[src/rtl/blink_sequencer.sv]
// rtl/blink_sequencer.sv - frame-based ON/OFF blink controller driven by vsync rising edges
module blink_sequencer #(
    parameter int ON_FRAMES    = 30,
    parameter int OFF_FRAMES   = 30,
    parameter int CNT_WIDTH    = 8,
    parameter int REPEAT_WIDTH = 4
) (
    input  logic                    i_pclk,
    input  logic                    i_rst,
    input  logic                    i_vsync,
    input  logic                    i_start,
    input  logic                    i_stop,
    input  logic [REPEAT_WIDTH-1:0] i_repeat,
    output logic                    o_blink,
    output logic                    o_busy,
    output logic                    o_done
);

    localparam logic [CNT_WIDTH-1:0]    ON_LAST  = CNT_WIDTH'(ON_FRAMES - 1);
    localparam logic [CNT_WIDTH-1:0]    OFF_LAST = CNT_WIDTH'(OFF_FRAMES - 1);
    localparam logic [REPEAT_WIDTH-1:0] REP_ONE  = REPEAT_WIDTH'(1);

    typedef enum logic [1:0] {
        S_IDLE = 2'd0,
        S_ON   = 2'd1,
        S_OFF  = 2'd2,
        S_DONE = 2'd3
    } state_t;

    state_t                  r_state;
    logic [CNT_WIDTH-1:0]    r_frame_cnt;
    logic [REPEAT_WIDTH-1:0] r_rep_left;
    logic                    r_vsync_q;
    logic                    w_frame_tick;

    // One tick per vsync rising edge, regardless of how long vsync stays high
    assign w_frame_tick = i_vsync & ~r_vsync_q;

    // Delay vsync by one cycle for edge detection
    always_ff @(posedge i_pclk or posedge i_rst) begin
        if (i_rst) begin
            r_vsync_q <= 1'b0;
        end else begin
            r_vsync_q <= i_vsync;
        end
    end

    // Sequencer FSM; outputs are registered alongside the state they decode
    always_ff @(posedge i_pclk or posedge i_rst) begin
        if (i_rst) begin
            r_state     <= S_IDLE;
            r_frame_cnt <= '0;
            r_rep_left  <= '0;
            o_blink     <= 1'b0;
            o_busy      <= 1'b0;
            o_done      <= 1'b0;
        end else begin
            case (r_state)
                S_IDLE: begin
                    o_done <= 1'b0;
                    if (i_start && !i_stop) begin
                        r_state     <= S_ON;
                        r_frame_cnt <= '0;
                        r_rep_left  <= i_repeat;
                        o_blink     <= 1'b1;
                        o_busy      <= 1'b1;
                    end
                end
                S_ON: begin
                    if (i_stop) begin
                        r_state     <= S_DONE;
                        r_frame_cnt <= '0;
                        o_blink     <= 1'b0;
                        o_busy      <= 1'b0;
                        o_done      <= 1'b1;
                    end else if (w_frame_tick) begin
                        if (r_frame_cnt == ON_LAST) begin
                            r_state     <= S_OFF;
                            r_frame_cnt <= '0;
                            o_blink     <= 1'b0;
                        end else begin
                            r_frame_cnt <= r_frame_cnt + 1'b1;
                        end
                    end
                end
                S_OFF: begin
                    if (i_stop) begin
                        r_state     <= S_DONE;
                        r_frame_cnt <= '0;
                        o_blink     <= 1'b0;
                        o_busy      <= 1'b0;
                        o_done      <= 1'b1;
                    end else if (w_frame_tick) begin
                        if (r_frame_cnt == OFF_LAST) begin
                            r_frame_cnt <= '0;
                            if (r_rep_left == REP_ONE) begin
                                r_state <= S_DONE;
                                o_busy  <= 1'b0;
                                o_done  <= 1'b1;
                            end else begin
                                // Zero means run forever, so it is never decremented
                                if (r_rep_left != '0) begin
                                    r_rep_left <= r_rep_left - REP_ONE;
                                end
                                r_state <= S_ON;
                                o_blink <= 1'b1;
                            end
                        end else begin
                            r_frame_cnt <= r_frame_cnt + 1'b1;
                        end
                    end
                end
                S_DONE: begin
                    r_state <= S_IDLE;
                    o_blink <= 1'b0;
                    o_busy  <= 1'b0;
                    o_done  <= 1'b0;
                end
                default: begin
                    r_state <= S_IDLE;
                    o_blink <= 1'b0;
                    o_busy  <= 1'b0;
                    o_done  <= 1'b0;
                end
            endcase
        end
    end

endmodule

[config.mk]
export PLATFORM = sky130hd
export DESIGN_NAME = blink_sequencer
export DESIGN_NICKNAME = d
export VERILOG_FILES = /design/src/rtl/blink_sequencer.sv
export SDC_FILE = /design/constraint.sdc
export NUM_CORES = 1
export LEC_CHECK = 0
export ABC_AREA = 1
export BUFFER_PORTS_ARGS = -buffer_cell sky130_fd_sc_hd__buf_2
export CAP_MARGIN = 10
export CORE_ASPECT_RATIO = 1.1
export CORE_MARGIN = 10
export CORE_UTILIZATION = 52
export CTS_CLUSTER_SIZE = 8
export DETAILED_ROUTE_END_ITERATION = 7
export PLACE_DENSITY = 0.74
export SYNTH_ARGS = -nofsm -noshare
export SYNTH_HDL_FRONTEND = slang
export SYNTH_SLANG_ARGS = --single-unit
export TNS_END_PERCENT = 20
[constraint.sdc]
create_clock -name i_pclk -period 1.4 [get_ports i_pclk]
set_clock_uncertainty 0.05 [all_clocks]
set_input_delay 0.28 -clock i_pclk [delete_from_list [all_inputs] [get_ports i_pclk]]
set_output_delay 0.28 -clock i_pclk [all_outputs]
set_load 0.05 [all_outputs]
* After elaboration in Yosys (flattened, before gate mapping) *
Index checks and enable logic that the tools add are counted.

cells by class
  reduce and logical (&&, ||, !) cells = 14
  add/subtract/negate cells = 2
  bitwise logic cells = 2
  equality and inequality tests = 19
  multiplexer cells = 42

operator list
  cell                                               count
  2-to-1 mux 8 bit                                   4
  2-to-1 mux 4 bit                                   6
  2-to-1 mux 1 bit                                   18
  != test 3 bit (second input constant)              6
  2-to-1 mux 2 bit                                   8
  one-hot mux 8 bit (2 select lines)                 1
  != test 2 bit (second input constant)              7
  AND reduction 5 bit                                2
  adder 8 x 1 -> 8 bit (second input constant)       1
  == test 8 x 5 -> 1 bit (second input constant)     1
  one-hot mux 1 bit (4 select lines)                 2
  one-hot mux 2 bit (4 select lines)                 1
  one-hot mux 4 bit (2 select lines)                 1
  AND reduction 7 bit                                1
  AND reduction 6 bit                                1
  == test 2 bit (second input constant)              2
  == test 4 x 1 -> 1 bit (second input constant)     1
  AND reduction 4 bit                                1
  nonzero test 2 bit                                 2
  nonzero test 4 bit                                 1
  OR reduction 2 bit                                 2
  subtractor 4 x 1 -> 4 bit (second input constant)  1
  != test 3 x 1 -> 1 bit (second input constant)     1
  one-hot mux 1 bit (3 select lines)                 1
  other kinds (7)                                    7

storage, ports and cells
  word-level logic and storage cells = 86
  input bits = 9
  register bits after elaboration = 18
  output and inout port bits = 3

* Logic depth before layout (Yosys ltp) *
  depth in word-level cells = 7
  mapped depth = 11
  depth with buffers taken out = 11

* Least setup slack after synthesis *
OpenSTA, ideal clock, no wires.

  kind = reg-to-reg
  start = register r_state[0]
  end = register r_frame_cnt[7]
  arrival time = 1.353 ns
  setup time = 0.119 ns
  clock period less this slack = 1.522 ns
  stages on the path, launching flop included = 10
  setup slack = -0.122 ns
  buffers on the path = 1
  data required time = 1.231 ns
  path through = dfrtp_1 inv_1 ha_1 nand3_2 inv_2 nor2_4 buf_6 nand3_1 nand2_1 nor2_1

between the ends
  longest elaborated chain between the ends = 4
  elaborated cells between the ends (all ways) = 9
  those cells by class = 4 x eq/ne; 1 x mux; 4 x reduce/logical

ends and longest elaborated chain
  item                                                                                  line  source
  from (decl)                                                                           30    state_t r_state;
  from (signal assigned)                                                                51    r_state <= S_IDLE;
  from (signal assigned)                                                                62    r_state <= S_ON;
  from (signal assigned)                                                                71    r_state <= S_DONE;
  == test 2 bit / == test 2 x 1 -> 1 bit (equally long branches)                        58    case (r_state)
  OR reduction 2 bit (no source line)                                                   n/a
  != test 3 x 1 -> 1 bit (no source line) / nonzero test 2 bit (equally long branches)  n/a
  AND reduction 3 bit (no source line)                                                  n/a
  to (signal assigned)                                                                  82    r_frame_cnt <= r_frame_cnt + 1'b1;
  to (signal assigned)                                                                  109   r_frame_cnt <= r_frame_cnt + 1'b1;
  to (decl)                                                                             31    logic [CNT_WIDTH-1:0] r_frame_cnt;

Several ways; a longest one is shown, not always the timed one.
A chain may end at the register's enable or synchronous reset.

* Worst setup path in the final report *
  start = register r_state[1]
  end = register r_frame_cnt[6]

The elaborated chain is that of the path after synthesis.

==> impl_results.md <==
- Final min period: 1.51 ns
- Cell Area, Placed: 1600 µm²
- Internal power: between 1.5 and 2 mW
- Main synth FF type: dfrtp_1
- WL per Instance: between 10 and 15 µm
- Failing checks: setup timing
- Fin crit share: 1.08
- CP startpoint kind: flop
- Post-synth top cells: nand2_1 (68), inv_1 (27), nand3_1 (20)
- Initial antenna violation count: 0
- Psw: 1.65 mW
- Largest net degree at the start of global routing: 19
- Setup TNS: -1.08 ns
- Initial DRT Pass Iterations: 4
- Num rows: 19
- Pleak: between 0.9 and 1 nW
- Reg2reg setup slack: -0.11 ns
- Outcome: finished with violations
- Worst slack, placed: -0.157 ns
- Core Footprint: 2450 µm²
- Ys async rst share: 1.00
- Drt drc: 0
- ANT nets after route: 0
- Port bufs: 11
- Die span in y: 72.6 µm
- Die width: between 60 and 70 µm
- NumNets Final: 254
- Crit Path Max Fanout: 13
- Overall routed net length: 3170 µm
- Clk_lat worst skew: 0.29 ns
- RD Place Congestion: 0.920
- Area leader, netlist: dfrtp_1
- WP data arrival: around 1.7 ns
- Worst hold slack: 0.0651 ns
- Ys Warns: 0
- CP endpoint kind: flop
- Hold EP: r_vsync_q
- Vias per cell: 5.06
- Reg-to-Reg Start: r_state[1]
- Reg power frac: 0.225
- Gate power share: 0.686
- # fillers: 200
- Cells after Synth: 196
- Max-cap violation count: 0
- Syn nets: 214
- CTS Sinks: 18
- Post-Syn Area: 1310 µm²
- Vias in the first global route: 1299
- Starting DRC count in detailed routing: 64
- Final Util: 0.708
- Hold Path Origin: i_vsync
- CTS Buf Count: 3
- Die ar.: 4920 µm²
- Post-route cell area: roughly 1700 µm²
- Hold WC Path Type: in2reg
- Initial Util: 0.534
- Maximum VDD drop: 1410 µV
- Max-slew headroom: 0.786
- Final WS setup: -0.114 ns
- PwrDens: 2060 nW/µm²
- EDFF count, synth: 0
- Yosys cell types: 24
- Post-synth top area share: 0.344
- Worst Max-Slew Pin Slew: 0.320 ns
- Net Sw Frac: 0.463
- Total grt overflow: 0
- TritonCTS clock tree: yes
- Clock buffer depth: 2
- Sequential-to-total area share from yosys stat: 0.344
- Fmax: 660 MHz
- N_diodes: 0
- Global Route Usage Sum: 0.139
- Synth area leaders: dfrtp_1 (34%), nand2_1 (20%), ha_1 (8.6%)
- RSZ-0062 raised after global routing: true
- Data required, critical path: 1.54 ns
- Layout overhead on the synthesized area: 32.5%
- Final Hold Viols: 0
- Via count: around 1300
- I/O pin count: 12
- Hold Crit Depth: 1
- Most common cell in the synthesized netlist: nand2_1
- First-pass GRT wire length: 5450 µm
- Syn avg cell area: 6.67 µm²
- Cells on worst reg2reg path: 9
- Post-synthesis register bit count: 18
- # H-tree levels: 1
- RR Endpoint: r_frame_cnt[6]
- Layout cell share with drive strength beyond 1: 0.306
- Clock-pin transition on the worst setup and hold timing paths: 0.10 ns
- Final setup violation count: 16
- Fin. max-slew vios: 0
- CTS root buf: clkbuf_4
- Kind of critical path: reg2reg
- Clk pwr share: 0.089
- Detailed Place HPWL: 2540 µm
## layout make-up
cell class / count / area [µm²] / area share
flip-flops and latches: 18 / 452 / 0.261
multi-input cells: 145 / 821 / 0.474
well taps: 31 / 38.8 / 0.0224
repair buffers: 37 / 265 / 0.153
inverters: 31 / 120 / 0.0693
clock buffers: 4 / 36.3 / 0.0209
## through the flow
step	total power, mW	cells
2_1_floorplan	2.29	196
5_1_grt	3.89	266
6_report	3.57	266
4_1_cts	3.55	266
3_3_place_gp	2.99	258
3_5_place_dp	3.05	258
## flip-flops by register name, summed over array words and instances (netlist names)
name / cells
r_rep_left: 4
o_busy: 1
o_blink: 1
o_done: 1
r_state: 2
r_frame_cnt: 8
r_vsync_q: 1
## kinds of logic (layout without fill, tap and decap cells)
| family | count (synthesis) | in the layout | synth area share |
|---|---|---|---|
| buf+inv | 33 | 72 | 0.101 |
| simple gates | 115 | 115 | 0.373 |
| flops | 18 | 18 | 0.344 |
| mux | 1 | 1 | 0.00766 |
| compound gates | 20 | 20 | 0.0871 |
| fa+ha+maj | 9 | 9 | 0.0861 |
## power groups by stage
| stage | Combinational (mW) | Sequential, mW | Clock, mW |
|---|---|---|---|
| floorplan | 1.34 | 0.948 | 0 |
| global placement | 2.19 | 0.794 | 0 |
| detailed placement | 2.24 | 0.804 | 0 |
| CTS | 2.41 | 0.804 | 0.331 |
| global route | 2.72 | 0.822 | 0.348 |
| finish | 2.45 | 0.803 | 0.319 |
## worst max-delay path, stage by stage (launching register included)
cell and delay, ns:
dfrtp_2 0.47, inv_2 0.10, ha_4 0.22, nand3_4 0.08, inv_2 0.04, nor2_4 0.09, buf_12 0.14, nand2_2 0.06
nor2_1 0.10, nor2_1 0.06
## timing repair
| action | CTS | global route |
|---|---|---|
| hold buffers | 1 | 0 |
| pin swaps | 4 | 4 |
| gates resized for setup | 16 | 4 |
| setup buffers | 3 | 0 |
| hold endpoints to repair | 18 | 0 |
| setup endpoints to repair | 17 | 17 |
## worst max path at each step
stage,to,depth (start not counted),startpoint,slack [ns]
after floorplan,r_frame_cnt[7],9,r_state[0],-0.02
after global placement,o_busy,9,r_state[0],-0.11
after detailed placement,r_frame_cnt[3],8,r_state[1],-0.16
after CTS,r_frame_cnt[6],10,r_state[1],-0.12
after global routing,r_frame_cnt[6],10,r_state[1],-0.21
final,r_frame_cnt[6],9,r_state[1],-0.11
## cells in the final DEF, fill, tap and decap left out, drive strengths merged, types with 2 or more instances in the layout
cell type / count
nand2: 70
nor2: 21
clkbuf: 4
ha: 9
a21oi: 7
dfrtp: 18
buf: 36
nand3: 22
o21ai: 10
o211ai: 2
inv: 30
## routing by layer
layer	GRT usage	vias to the layer above	part of all wire
li1	-	696	-
met1	0.151	627	0.43
met2	0.251	16	0.53
met3	0.0261	7	0.028
met4	0.0626	0	0.015
met5	0	-	0
Power figures use the tool's default switching activity.
